`src/rtl/cook_timer_if.sv`:
```
// Command and status bundle for the cook timer.
// The controller drives the command pulses; the timer returns time and state.
interface cook_timer_if;
    logic        add_10sec;
    logic        add_1min;
    logic        set_30sec;
    logic        start_timer;
    logic        pause_timer;
    logic        resume_timer;
    logic        clear_timer;
    logic [11:0] set_time_sec;
    logic [11:0] remaining_sec;
    logic [5:0]  remaining_mm;
    logic [5:0]  remaining_ss;
    logic        timer_completed;
    logic        timer_running;
    logic        timer_paused;

    modport master (
        output add_10sec, add_1min, set_30sec,
        output start_timer, pause_timer, resume_timer, clear_timer,
        input  set_time_sec, remaining_sec, remaining_mm, remaining_ss,
        input  timer_completed, timer_running, timer_paused
    );

    modport slave (
        input  add_10sec, add_1min, set_30sec,
        input  start_timer, pause_timer, resume_timer, clear_timer,
        output set_time_sec, remaining_sec, remaining_mm, remaining_ss,
        output timer_completed, timer_running, timer_paused
    );
endinterface

```
`src/rtl/cook_timer.sv`:
```
// Kitchen countdown timer: programmable cook time, start/pause/resume/clear,
// with a divider-free minutes/seconds split kept alongside the seconds count.
module cook_timer #(
    parameter int CLK_HZ  = 100_000_000,
    parameter int MAX_SEC = 3599
) (
    input  logic        clk,
    input  logic        reset,
    cook_timer_if.slave bus
);
    localparam int                 PRESC_W    = (CLK_HZ > 1) ? $clog2(CLK_HZ) : 1;
    localparam logic [PRESC_W-1:0] PRESC_LAST = PRESC_W'(CLK_HZ - 1);
    localparam logic [5:0]         MAX_MM     = 6'(MAX_SEC / 60);
    localparam logic [5:0]         MAX_SS     = 6'(MAX_SEC % 60);

    typedef enum logic [1:0] {
        IDLE    = 2'd0,
        RUNNING = 2'd1,
        PAUSED  = 2'd2
    } state_t;

    state_t             state_q, state_d;
    logic [11:0]        set_time_q, set_time_d;
    logic [11:0]        rem_q, rem_d;
    logic [5:0]         mm_q, mm_d;
    logic [5:0]         ss_q, ss_d;
    logic [PRESC_W-1:0] presc_q, presc_d;
    logic               done_q, done_d;
    logic               running_q, running_d;
    logic               paused_q, paused_d;

    logic [6:0] inc;
    logic       tick;
    logic       pause_cmd;
    logic       resume_cmd;
    logic       rem_sat;

    function automatic logic over_max(input logic [11:0] v, input logic [6:0] add);
        logic [12:0] sum;
        sum = {1'b0, v} + {6'b0, add};
        return sum > 13'(MAX_SEC);
    endfunction

    function automatic logic [11:0] sat_add(input logic [11:0] v, input logic [6:0] add);
        logic [12:0] sum;
        sum = {1'b0, v} + {6'b0, add};
        return (sum > 13'(MAX_SEC)) ? 12'(MAX_SEC) : sum[11:0];
    endfunction

    // Adds at most 100 s, so at most two minute carries are needed.
    function automatic logic [11:0] mmss_add(input logic [5:0] mm, input logic [5:0] ss,
                                             input logic sat, input logic [6:0] add);
        logic [7:0] s;
        logic [5:0] m;
        if (sat) begin
            return {MAX_MM, MAX_SS};
        end
        s = {2'b0, ss} + {1'b0, add};
        m = mm;
        if (s >= 8'd120) begin
            s = s - 8'd120;
            m = m + 6'd2;
        end else if (s >= 8'd60) begin
            s = s - 8'd60;
            m = m + 6'd1;
        end
        return {m, s[5:0]};
    endfunction

    function automatic logic [11:0] mmss_dec(input logic [5:0] mm, input logic [5:0] ss);
        if (ss == 6'd0) begin
            return {mm - 6'd1, 6'd59};
        end
        return {mm, ss - 6'd1};
    endfunction

    // set_30sec on a zero time and +30 are the same result, so one adder serves all edits.
    assign inc = (bus.set_30sec ? 7'd30 : 7'd0)
               + (bus.add_10sec ? 7'd10 : 7'd0)
               + (bus.add_1min  ? 7'd60 : 7'd0);

    assign tick       = (presc_q == PRESC_LAST);
    assign pause_cmd  = bus.pause_timer & ~bus.start_timer;
    assign resume_cmd = bus.resume_timer & ~bus.start_timer & ~bus.pause_timer;
    assign rem_sat    = over_max(rem_q, inc);

    always_comb begin
        state_d    = state_q;
        set_time_d = set_time_q;
        rem_d      = rem_q;
        mm_d       = mm_q;
        ss_d       = ss_q;
        presc_d    = presc_q;
        done_d     = 1'b0;

        if (bus.clear_timer) begin
            state_d    = IDLE;
            set_time_d = 12'd0;
            rem_d      = 12'd0;
            mm_d       = 6'd0;
            ss_d       = 6'd0;
            presc_d    = '0;
        end else begin
            case (state_q)
                IDLE: begin
                    // remaining mirrors the programmed time while idle
                    set_time_d    = sat_add(set_time_q, inc);
                    rem_d         = set_time_d;
                    {mm_d, ss_d}  = mmss_add(mm_q, ss_q, rem_sat, inc);
                    if (bus.start_timer && (set_time_d != 12'd0)) begin
                        state_d = RUNNING;
                        presc_d = '0;
                    end
                end
                RUNNING: begin
                    if (tick) begin
                        presc_d      = '0;
                        rem_d        = rem_q - 12'd1;
                        {mm_d, ss_d} = mmss_dec(mm_q, ss_q);
                        if (rem_q == 12'd1) begin
                            done_d     = 1'b1;
                            set_time_d = 12'd0;
                            state_d    = IDLE;
                        end else if (pause_cmd) begin
                            state_d = PAUSED;
                        end
                    end else begin
                        presc_d = presc_q + PRESC_W'(1);
                        if (pause_cmd) begin
                            state_d = PAUSED;
                        end
                    end
                end
                PAUSED: begin
                    set_time_d   = sat_add(set_time_q, inc);
                    rem_d        = sat_add(rem_q, inc);
                    {mm_d, ss_d} = mmss_add(mm_q, ss_q, rem_sat, inc);
                    if (resume_cmd) begin
                        state_d = RUNNING;
                    end
                end
                default: begin
                    state_d = IDLE;
                end
            endcase
        end

        running_d = (state_d == RUNNING);
        paused_d  = (state_d == PAUSED);
    end

    always_ff @(posedge clk) begin
        if (reset) begin
            state_q    <= IDLE;
            set_time_q <= 12'd0;
            rem_q      <= 12'd0;
            mm_q       <= 6'd0;
            ss_q       <= 6'd0;
            presc_q    <= '0;
            done_q     <= 1'b0;
            running_q  <= 1'b0;
            paused_q   <= 1'b0;
        end else begin
            state_q    <= state_d;
            set_time_q <= set_time_d;
            rem_q      <= rem_d;
            mm_q       <= mm_d;
            ss_q       <= ss_d;
            presc_q    <= presc_d;
            done_q     <= done_d;
            running_q  <= running_d;
            paused_q   <= paused_d;
        end
    end

    assign bus.set_time_sec    = set_time_q;
    assign bus.remaining_sec   = rem_q;
    assign bus.remaining_mm    = mm_q;
    assign bus.remaining_ss    = ss_q;
    assign bus.timer_completed = done_q;
    assign bus.timer_running   = running_q;
    assign bus.timer_paused    = paused_q;
endmodule

```
`src/flat_wrapper.sv`:
```
// flat-port wrapper written by rule: the top's interface ports become plain ports
module cook_timer_flat 
#(
    parameter int CLK_HZ  = 100_000_000,
    parameter int MAX_SEC = 3599
)
  (clk, reset, bus_add_10sec, bus_add_1min, bus_set_30sec, bus_start_timer, bus_pause_timer, bus_resume_timer, bus_clear_timer, bus_set_time_sec, bus_remaining_sec, bus_remaining_mm, bus_remaining_ss, bus_timer_completed, bus_timer_running, bus_timer_paused);
  cook_timer_if bus_i ();
  input  logic clk;
  input  logic reset;
  input wire logic [$bits(bus_i.add_10sec)-1:0] bus_add_10sec;
  input wire logic [$bits(bus_i.add_1min)-1:0] bus_add_1min;
  input wire logic [$bits(bus_i.set_30sec)-1:0] bus_set_30sec;
  input wire logic [$bits(bus_i.start_timer)-1:0] bus_start_timer;
  input wire logic [$bits(bus_i.pause_timer)-1:0] bus_pause_timer;
  input wire logic [$bits(bus_i.resume_timer)-1:0] bus_resume_timer;
  input wire logic [$bits(bus_i.clear_timer)-1:0] bus_clear_timer;
  output wire logic [$bits(bus_i.set_time_sec)-1:0] bus_set_time_sec;
  output wire logic [$bits(bus_i.remaining_sec)-1:0] bus_remaining_sec;
  output wire logic [$bits(bus_i.remaining_mm)-1:0] bus_remaining_mm;
  output wire logic [$bits(bus_i.remaining_ss)-1:0] bus_remaining_ss;
  output wire logic [$bits(bus_i.timer_completed)-1:0] bus_timer_completed;
  output wire logic [$bits(bus_i.timer_running)-1:0] bus_timer_running;
  output wire logic [$bits(bus_i.timer_paused)-1:0] bus_timer_paused;
  assign bus_i.add_10sec = bus_add_10sec;
  assign bus_i.add_1min = bus_add_1min;
  assign bus_i.set_30sec = bus_set_30sec;
  assign bus_i.start_timer = bus_start_timer;
  assign bus_i.pause_timer = bus_pause_timer;
  assign bus_i.resume_timer = bus_resume_timer;
  assign bus_i.clear_timer = bus_clear_timer;
  assign bus_set_time_sec = bus_i.set_time_sec;
  assign bus_remaining_sec = bus_i.remaining_sec;
  assign bus_remaining_mm = bus_i.remaining_mm;
  assign bus_remaining_ss = bus_i.remaining_ss;
  assign bus_timer_completed = bus_i.timer_completed;
  assign bus_timer_running = bus_i.timer_running;
  assign bus_timer_paused = bus_i.timer_paused;
  cook_timer #(.CLK_HZ(CLK_HZ), .MAX_SEC(MAX_SEC)) u_core (.clk(clk), .reset(reset), .bus(bus_i));
endmodule
```
`config.mk`:
```
export PLATFORM = sky130hd
export DESIGN_NAME = cook_timer_flat
export DESIGN_NICKNAME = d
export VERILOG_FILES = /design/src/rtl/cook_timer_if.sv /design/src/rtl/cook_timer.sv /design/src/flat_wrapper.sv
export SDC_FILE = /design/constraint.sdc
export NUM_CORES = 1
export LEC_CHECK = 0
export BUFFER_PORTS_ARGS = -buffer_cell sky130_fd_sc_hd__clkbuf_2
export CORE_UTILIZATION = 40
export CTS_BUF_LIST = sky130_fd_sc_hd__clkbuf_16
export CTS_CLUSTER_DIAMETER = 40
export DETAILED_ROUTE_END_ITERATION = 6
export SYNTH_ARGS = -nofsm -noshare
export SYNTH_HDL_FRONTEND = slang
export SYNTH_SLANG_ARGS = --single-unit
```
`constraint.sdc`:
```
create_clock -name clk -period 10.95 [get_ports clk]
set_input_delay 1.095 -clock clk [delete_from_list [all_inputs] [get_ports clk]]
set_output_delay 1.095 -clock clk [all_outputs]
set_load 0.02 [all_outputs]
```
==> results of run 1 <==
-- Yosys cell counts, types with 11 or more instances --
library cell / instances
a21oi_1: 61
and2_1: 11
nand2_1: 63
o211ai_1: 14
nand4_1: 14
ha_1: 38
o21ai_0: 59
nor2_1: 52
nand3_1: 36
a21o_1: 11
dfxtp_1: 68
nor3_1: 29
and3_1: 13
a32o_1: 15
nor4_1: 13
nor3b_1: 12
inv_1: 30
clkbuf_1: 38
xnor2_1: 18
a31oi_1: 18
-- through the flow --
step	power, W	setup WS [ps]
floorplan	0.000588	6230
global placement	0.000678	5350
detailed placement	0.000687	5320
CTS	0.00100	5650
global route	0.00106	5210
finish	0.00100	5550
-- worst max-delay path by stage --
stage                  startpoint                          to  cells past startpoint
global route        bus_set_30sec  u_core.bus.remaining_mm[2]                     18
CTS                 bus_set_30sec  u_core.bus.remaining_mm[2]                     18
finish              bus_set_30sec  u_core.bus.remaining_mm[2]                     18
global placement    bus_set_30sec  u_core.bus.remaining_mm[2]                     18
floorplan           bus_set_30sec  u_core.bus.set_time_sec[6]                     19
detailed placement  bus_set_30sec  u_core.bus.remaining_mm[2]                     18
-- final cells by class --
class / count / area share (%)
multi-input combinational: 634 / 65.0
clock buffer: 9 / 3.42
clock inverter: 7 / 1.26
inverter: 31 / 1.77
sequential: 68 / 20.7
timing repair buffer: 54 / 4.37
tap: 184 / 3.50
-- power by group --
group / switching, W / internal, W
Combinational: 0.000246 / 0.000156
Sequential: 0.0000266 / 0.000261
Clock: 0.000118 / 0.000196
Total: 0.000390 / 0.000613
-- kinds of logic (layout without fill, tap and decap cells) --
| group | after synthesis | count (layout) |
|---|---|---|
| multiplexers | 5 | 5 |
| XOR/XNOR | 27 | 27 |
| adder cells (fa/ha/maj) | 45 | 45 |
| AO/OA/AOI/OAI | 264 | 264 |
| flip-flops | 68 | 68 |
| buffers and inverters | 82 | 101 |
| AND/OR/NAND/NOR | 293 | 293 |
-- flip-flops by register name, summed over array words and instances, names as in the netlist --
name                        cells
u_core.bus.remaining_mm         6
u_core.bus.remaining_sec       12
u_core.bus.remaining_ss         6
u_core.bus.set_time_sec        12
u_core.bus.timer_completed      1
u_core.bus.timer_paused         1
u_core.bus.timer_running        1
u_core.presc_q                 27
u_core.state_q                  2
-- routing by layer --
metal / routed length (µm) / part of all wire, %
met5: 0 / 0
met4: 401 / 2.1
met3: 1130 / 6.1
met1: 8550 / 46
met2: 8570 / 46
-- critical path, cell delays in order --
cell	delay, ps
clkbuf_2	160
inv_1	60
ha_1	270
inv_1	70
ha_1	230
fa_1	400
nand3_1	90
and2_1	200
inv_1	110
ha_1	410
o21ai_0	120
nand2b_1	110
or3b_2	500
a31oi_1	230
nand4_1	200
o21ai_1	810
a21oi_1	220
o32ai_1	330
==> metrics.md, run 1 <==
| Metric | Value |
|---|---|
| Wire length reported by the detailed router | `18700 µm` |
| Max-cap check violation count | `0` |
| Power density over the cells | `153 nW/µm²` |
| Mean number of vias per cell | `6.31` |
| Drt pass-1 iters | `5` |
| Count of endpoints failing hold in the final timing report | `0` |
| Area Overhead vs Synth | `10.3%` |
| Placed Area | `6270 µm²` |
| Area of the core | `14500 µm²` |
| Wire per inst | `18.9 µm` |
| Number of DRC markers in iteration 0 | `750` |
| Max Freq | `185 MHz` |
| Synthesized-area fraction occupied by and/or/nand/nor cells | `26.0%` |
| Met3 usage | `4.12%` |
| Post-route cell area | `6580 µm²` |
| Largest buffer count on any clock path | `2` |
| Total Neg Setup Slack | `0 ps` |
| Standby leakage power | `2.49 nW` |
| Crit path capture type | `flip-flop` |
| Cell total after placement | `971` |
| Leading cell type in the layout, fill and taps excluded | `dfxtp_1` |
| Mapped Nets | `838` |
| Maximum number of pins on one net before global-route repair | `52` |
| Most Used Layer, Global Route | `met2` |
| RSZ-0062 raised after global routing | `false` |
| Clock root buffer | `clkbuf_16` |
| Xor-xnor portion of the synthesized cell area | `3.97%` |
| Compound-Gate Fraction of Synth Area | `30.5%` |
| Commonest cells after routing, fill and taps aside | `68 x dfxtp_1, 63 x nand2_1, 61 x a21oi_1` |
| Antenna violations before repair | `0` |
| Worst reg2reg setup slack | `7080 ps` |
| Worst slew pin tran | `966 ps` |
| Global-route wire length before repair | `roughly 30000 µm` |
| Final number of max-transition violations | `0` |
| Adder and majority cell fraction of the synthesized area | `10.3%` |
| Number of enable-type register cells in the synthesized netlist | `0` |
| Number of filler cells placed in the layout | `1474` |
| Starting density of the core | `41.0%` |
| Area of the mapped netlist | `5960 µm²` |
| Required @ worst endpoint | `11190 ps` |
| Main area contributors after synthesis | `dfxtp_1 23%, ha_1 8.0%, a21oi_1 5.1%` |
| Dominant combinational cell family by area after synthesis | `compound AO/OA/AOI/OAI gates` |
| Detailed-route via count | `between 6000 and 7000` |
| Met1 usage in global routing | `33.6%` |
| Min-Delay Endpoint | `u_core.bus.set_time_sec[4]` |
| Core utilization of the finished layout | `45.3%` |
| Worst min-delay path class | `reg2reg` |
| Yosys warns | `0` |
| Horizontal extent of the die | `124 µm` |
| Largest area contributor in the synthesized netlist | `dfxtp_1` |
| Post-synthesis mux area share | `0.902%` |
| CTS tree | `yes` |
| GR met2 Demand/Resource | `40.7%` |
| Estimated wirelength of the detail-placed design | `13500 µm` |
| Critical Path Fanout Max | `12` |
| Clock latency on the worst-skew pair | `around 340 ps` |
| Number of cells in the finished layout apart from fillers | `around 990` |
| Critical path class | `in2reg` |
| Clock H-tree levels | `3` |
| I/O Buffers | `47` |
| Kind of launch point of the worst setup path | `input pin` |
| CTS sink count | `68` |
| TritonCTS Buffers | `9` |
| Vias in the first global route | `just over 6000` |
| Final antenna-violating net count | `0` |
| Worst setup skew after layout | `3.46 ps` |
| Weighted congestion reported at the end of routability-driven placement | `around 0.94` |
| Final Critical Period | `5400 ps` |
| Number of design rule violations left after detail routing | `0` |
| GRT Util Overall | `around 25%` |
| Hold_sp | `u_core.bus.set_time_sec[4]` |
| Dominant synthesized flop cell | `dfxtp_1` |
| Height of the chip | `124 µm` |
| Min-Delay Path Depth | `2` |
| Average cell area after synthesis | `around 7.6 µm²` |
| Final Hold Slack | `501 ps` |
| Number of unique standard cell types used by synthesis | `82` |
| FF+latch area | `1360 µm²` |
| Post-CTS setup repair buffer count | `0` |
| Remaining Overflow, GRT | `0` |
| Number of instances in the synthesized netlist | `around 780` |
| Post-cts repair resize count | `0` |
| Footprint of the multi-input gates | `4280 µm²` |
| Clock transition at the registers of the reported paths | `around 60 ps` |
| Layout cell share with drive strength beyond 1 | `12.3%` |
| Top-area cell type share of the netlist area | `22.8%` |
| Worst r2r path cells | `9` |
| R2r startpoint | `u_core.state_q[0]` |
| Top-level port count | `48` |
| Arrival @ worst endpoint | `approximately 5600 ps` |
| Row cnt | `44` |
| Final layout net count | `852` |
| Worst-case vdd ir drop | `0.0827 mV` |
| Die ar. | `15400 µm²` |
| Normalized max-slew margin | `35.2%` |
| Antenna diodes | `0` |
| Run status | `complete, no violations` |
| Final count of negative-setup-slack endpoints | `0` |
| Share of the cycle needed by the critical path after routing | `49.3%` |
| Share of synthesized registers carrying an async set or reset | `0%` |
| Critical R2R Capture | `u_core.presc_q[21]` |
| Hold buffer count at cts | `0` |
| Synthesized flop and latch total | `68` |
| Register area share after synthesis | `between 20 and 25%` |
Power figures use the tool's default switching activity.
==> run 2: changes to the inputs <==
==> constraint.sdc (replaced) <==
create_clock -name clk -period 4.8 [get_ports clk]
set_input_delay 0.48 -clock clk [delete_from_list [all_inputs] [get_ports clk]]
set_output_delay 0.48 -clock clk [all_outputs]
set_load 0.02 [all_outputs]
==> run 2 against run 1 <==
  * Clock skew rose by 5.3 ps
  * Sequential share of layout area decreased by 0.38 points
  * Hold slack worse by 17 ps
  * Sequential power increased by 130%
  * Critical path depth unchanged
==> metrics.md, run 2 (synthesis results as in run 1) <==
| Metric | Value |
|---|---|
| Arrival @ worst endpoint | `4570 ps (-1070 ps)` |
| Post-cts repair resize count | `0 (unchanged)` |
| Comb pwr share | `41.4% (+1.4 points)` |
| GR met2 Demand/Resource | `41.5% (+0.79 points)` |
| Final worst slack | `495 ps (-5060 ps)` |
| Switching Share | `38.4% (-0.48 points)` |
| Estimated wirelength of the detail-placed design | `13800 µm (+1.7%)` |
| Number of design rule violations left after detail routing | `0 (unchanged)` |
| Worst setup skew after layout | `8.76 ps (+5.30 ps)` |
| Weighted congestion reported at the end of routability-driven placement | `0.900 (-4.4%)` |
| Kind of launch point of the worst setup path | `input pin` |
| Post-route cell area | `6700 µm² (+1.9%)` |
| Met3 usage | `4.21% (+0.092 points)` |
| Die ar. | `15400 µm² (unchanged)` |
| Count of endpoints failing hold in the final timing report | `0 (unchanged)` |
| Max Freq | `232 MHz` |
| Clock H-tree levels | `3 (unchanged)` |
| Proportion of power drawn by flip-flops and latches | `28.0% (-0.6 points)` |
| Place WS | `147 ps (-5180 ps)` |
| CTS sink count | `68 (unchanged)` |
| Clock network fraction of total power | `30.6% (-0.7 points)` |
| Antenna violations before repair | `0 (unchanged)` |
| Clock transition at the registers of the reported paths | `50 ps (about the same)` |
| R2r startpoint | `u_core.state_q[1]` |
| Max FFs per register | `27 (unchanged)` |
| Detailed-route via count | `6208 (-0.35%)` |
| Mean number of vias per cell | `6.20 (-1.7%)` |
| Hold_sp | `u_core.bus.set_time_sec[5]` |
| Share of the cycle needed by the critical path after routing | `89.7%` |
| Number of DRC markers in iteration 0 | `480 (-36%)` |
| Final layout net count | `867 (+1.8%)` |
| Most Used Layer, Global Route | `met2` |
| Drt pass-1 iters | `5 (unchanged)` |
| Wire per inst | `18.5 µm (-1.9%)` |
| Clock latency on the worst-skew pair | `350 ps (about the same)` |
| Row cnt | `44 (unchanged)` |
| Number of filler cells placed in the layout | `1478 (+0.27%)` |
| Net switching component of the power | `0.000894 W (+130%)` |
| Top-level port count | `48 (unchanged)` |
| Worst min-delay path class | `reg2reg` |
| TritonCTS Buffers | `9 (unchanged)` |
| Post-CTS setup repair buffer count | `0 (unchanged)` |
| Hold buffer count at cts | `0 (unchanged)` |
| Critical Path Fanout Max | `11 (-1)` |
| CP startpoint | `bus_set_30sec` |
| Int Pwr | `0.00143 W (+130%)` |
| Critical path class | `in2reg` |
| RSZ-0062 raised after global routing | `false` |
| Normalized max-slew margin | `28.4% (-6.8 points)` |
| Leading cell type in the layout, fill and taps excluded | `dfxtp_1` |
| Final Critical Period | `4300 ps` |
| Max-cap check violation count | `0 (unchanged)` |
| Power density over the cells | `347 nW/µm² (+130%)` |
| Run status | `complete, no violations` |
| Global-route wire length before repair | `30300 µm (-0.52%)` |
| Horizontal extent of the die | `124 µm (unchanged)` |
| Placed Area | `6400 µm² (+2.0%)` |
| Antenna diodes | `0 (unchanged)` |
| Maximum number of pins on one net before global-route repair | `28 (-46%)` |
| GRT Util Overall | `25.2% (+0.027 points)` |
| I/O Buffers | `47 (unchanged)` |
| Worst-case vdd ir drop | `0.288 mV (+250%)` |
| Area of the core | `14500 µm² (unchanged)` |
| CTS tree | `yes` |
| Layout cell share with drive strength beyond 1 | `14.2% (+1.9 points)` |
| Core utilization of the finished layout | `46.1% (+0.85 points)` |
| Met1 usage in global routing | `33.8% (+0.23 points)` |
| Final number of max-transition violations | `0 (unchanged)` |
| Total Neg Setup Slack | `0 ps (unchanged)` |
| Final count of negative-setup-slack endpoints | `0 (unchanged)` |
| Area Overhead vs Synth | `12.4%` |
| Wire length reported by the detailed router | `18600 µm (-0.48%)` |
| Remaining Overflow, GRT | `0 (unchanged)` |
| Clock root buffer | `clkbuf_16` |
| Standby leakage power | `2.57 nW (+3.2%)` |
| Height of the chip | `124 µm (unchanged)` |
| Worst slew pin tran | `1070 ps (+103 ps)` |
| Biggest register | `u_core.presc_q` |
| Commonest cells after routing, fill and taps aside | `68 x dfxtp_1, 63 x nand2_1, 61 x a21oi_1` |
| Vias in the first global route | `5966 (-2.9%)` |
| Largest buffer count on any clock path | `2 (unchanged)` |
| Final antenna-violating net count | `0 (unchanged)` |
| Crit path capture type | `flip-flop` |
| Required @ worst endpoint | `5070 ps (-6120 ps)` |
| Starting density of the core | `41.0% (unchanged)` |
-- run 2: changes by cell type in the layout (fill, tap and decap cells not counted), sizes merged --
cell	before	now
clkinv	4	3
buf	7	22
-- run 2: layout make-up --
class / count / area [µm²] / area share (%)
well taps: 184 / 230 / 3.43
clock buffers: 9 / 225 / 3.36
multi-input cells: 634 / 4280 / 63.8
clock inverters: 6 / 81.3 / 1.21
repair buffers: 69 / 413 / 6.16
inverters: 31 / 116 / 1.74
flip-flops and latches: 68 / 1360 / 20.3
-- run 2: worst max-delay path: stages --
cell	delay [ps]
clkbuf_2	160
inv_1	60
ha_1	270
inv_1	70
ha_1	230
fa_1	410
nand3_1	90
and2_1	200
inv_1	110
ha_1	490
nand2_1	80
or3_1	350
a21oi_1	300
xnor2_1	190
a2111oi_1	90
or2_1	320
or4_1	550
a21oi_1	140
-- run 2: layer usage --
layer	vias up	wire, µm	part of all wire (%)
li1	3017	-	-
met1	2995	8670	47
met2	182	8590	46
met3	14	1070	5.8
met4	0	235	1.3
met5	-	0	0
-- run 2: worst paths after layout --
path                                                    to  slack (ps)  cells after the start
worst max register to register          u_core.presc_q[16]        1460                     12
worst min register to register  u_core.bus.set_time_sec[5]         480                      2
worst min-delay path            u_core.bus.set_time_sec[5]         480                      2
worst max-delay path            u_core.bus.set_time_sec[6]         500                     18
-- run 2: power by group through the flow --
stage,clock (W),combinational (W),sequential (W)
after floorplan,0,0.000665,0.000677
after global placement,0,0.000927,0.000660
after detailed placement,0,0.000949,0.000663
after CTS,0.000725,0.000955,0.000650
after global routing,0.000742,0.00107,0.000657
final,0.000711,0.000963,0.000651
-- run 2: metrics by stage --
stage          total power, W  std cells  hold slack [ps]
2_1_floorplan         0.00134        784              458
3_3_place_gp          0.00159        986              466
3_5_place_dp          0.00161        986              480
4_1_cts               0.00233       1001              489
5_1_grt               0.00247       1001              504
6_report              0.00233       1001              483
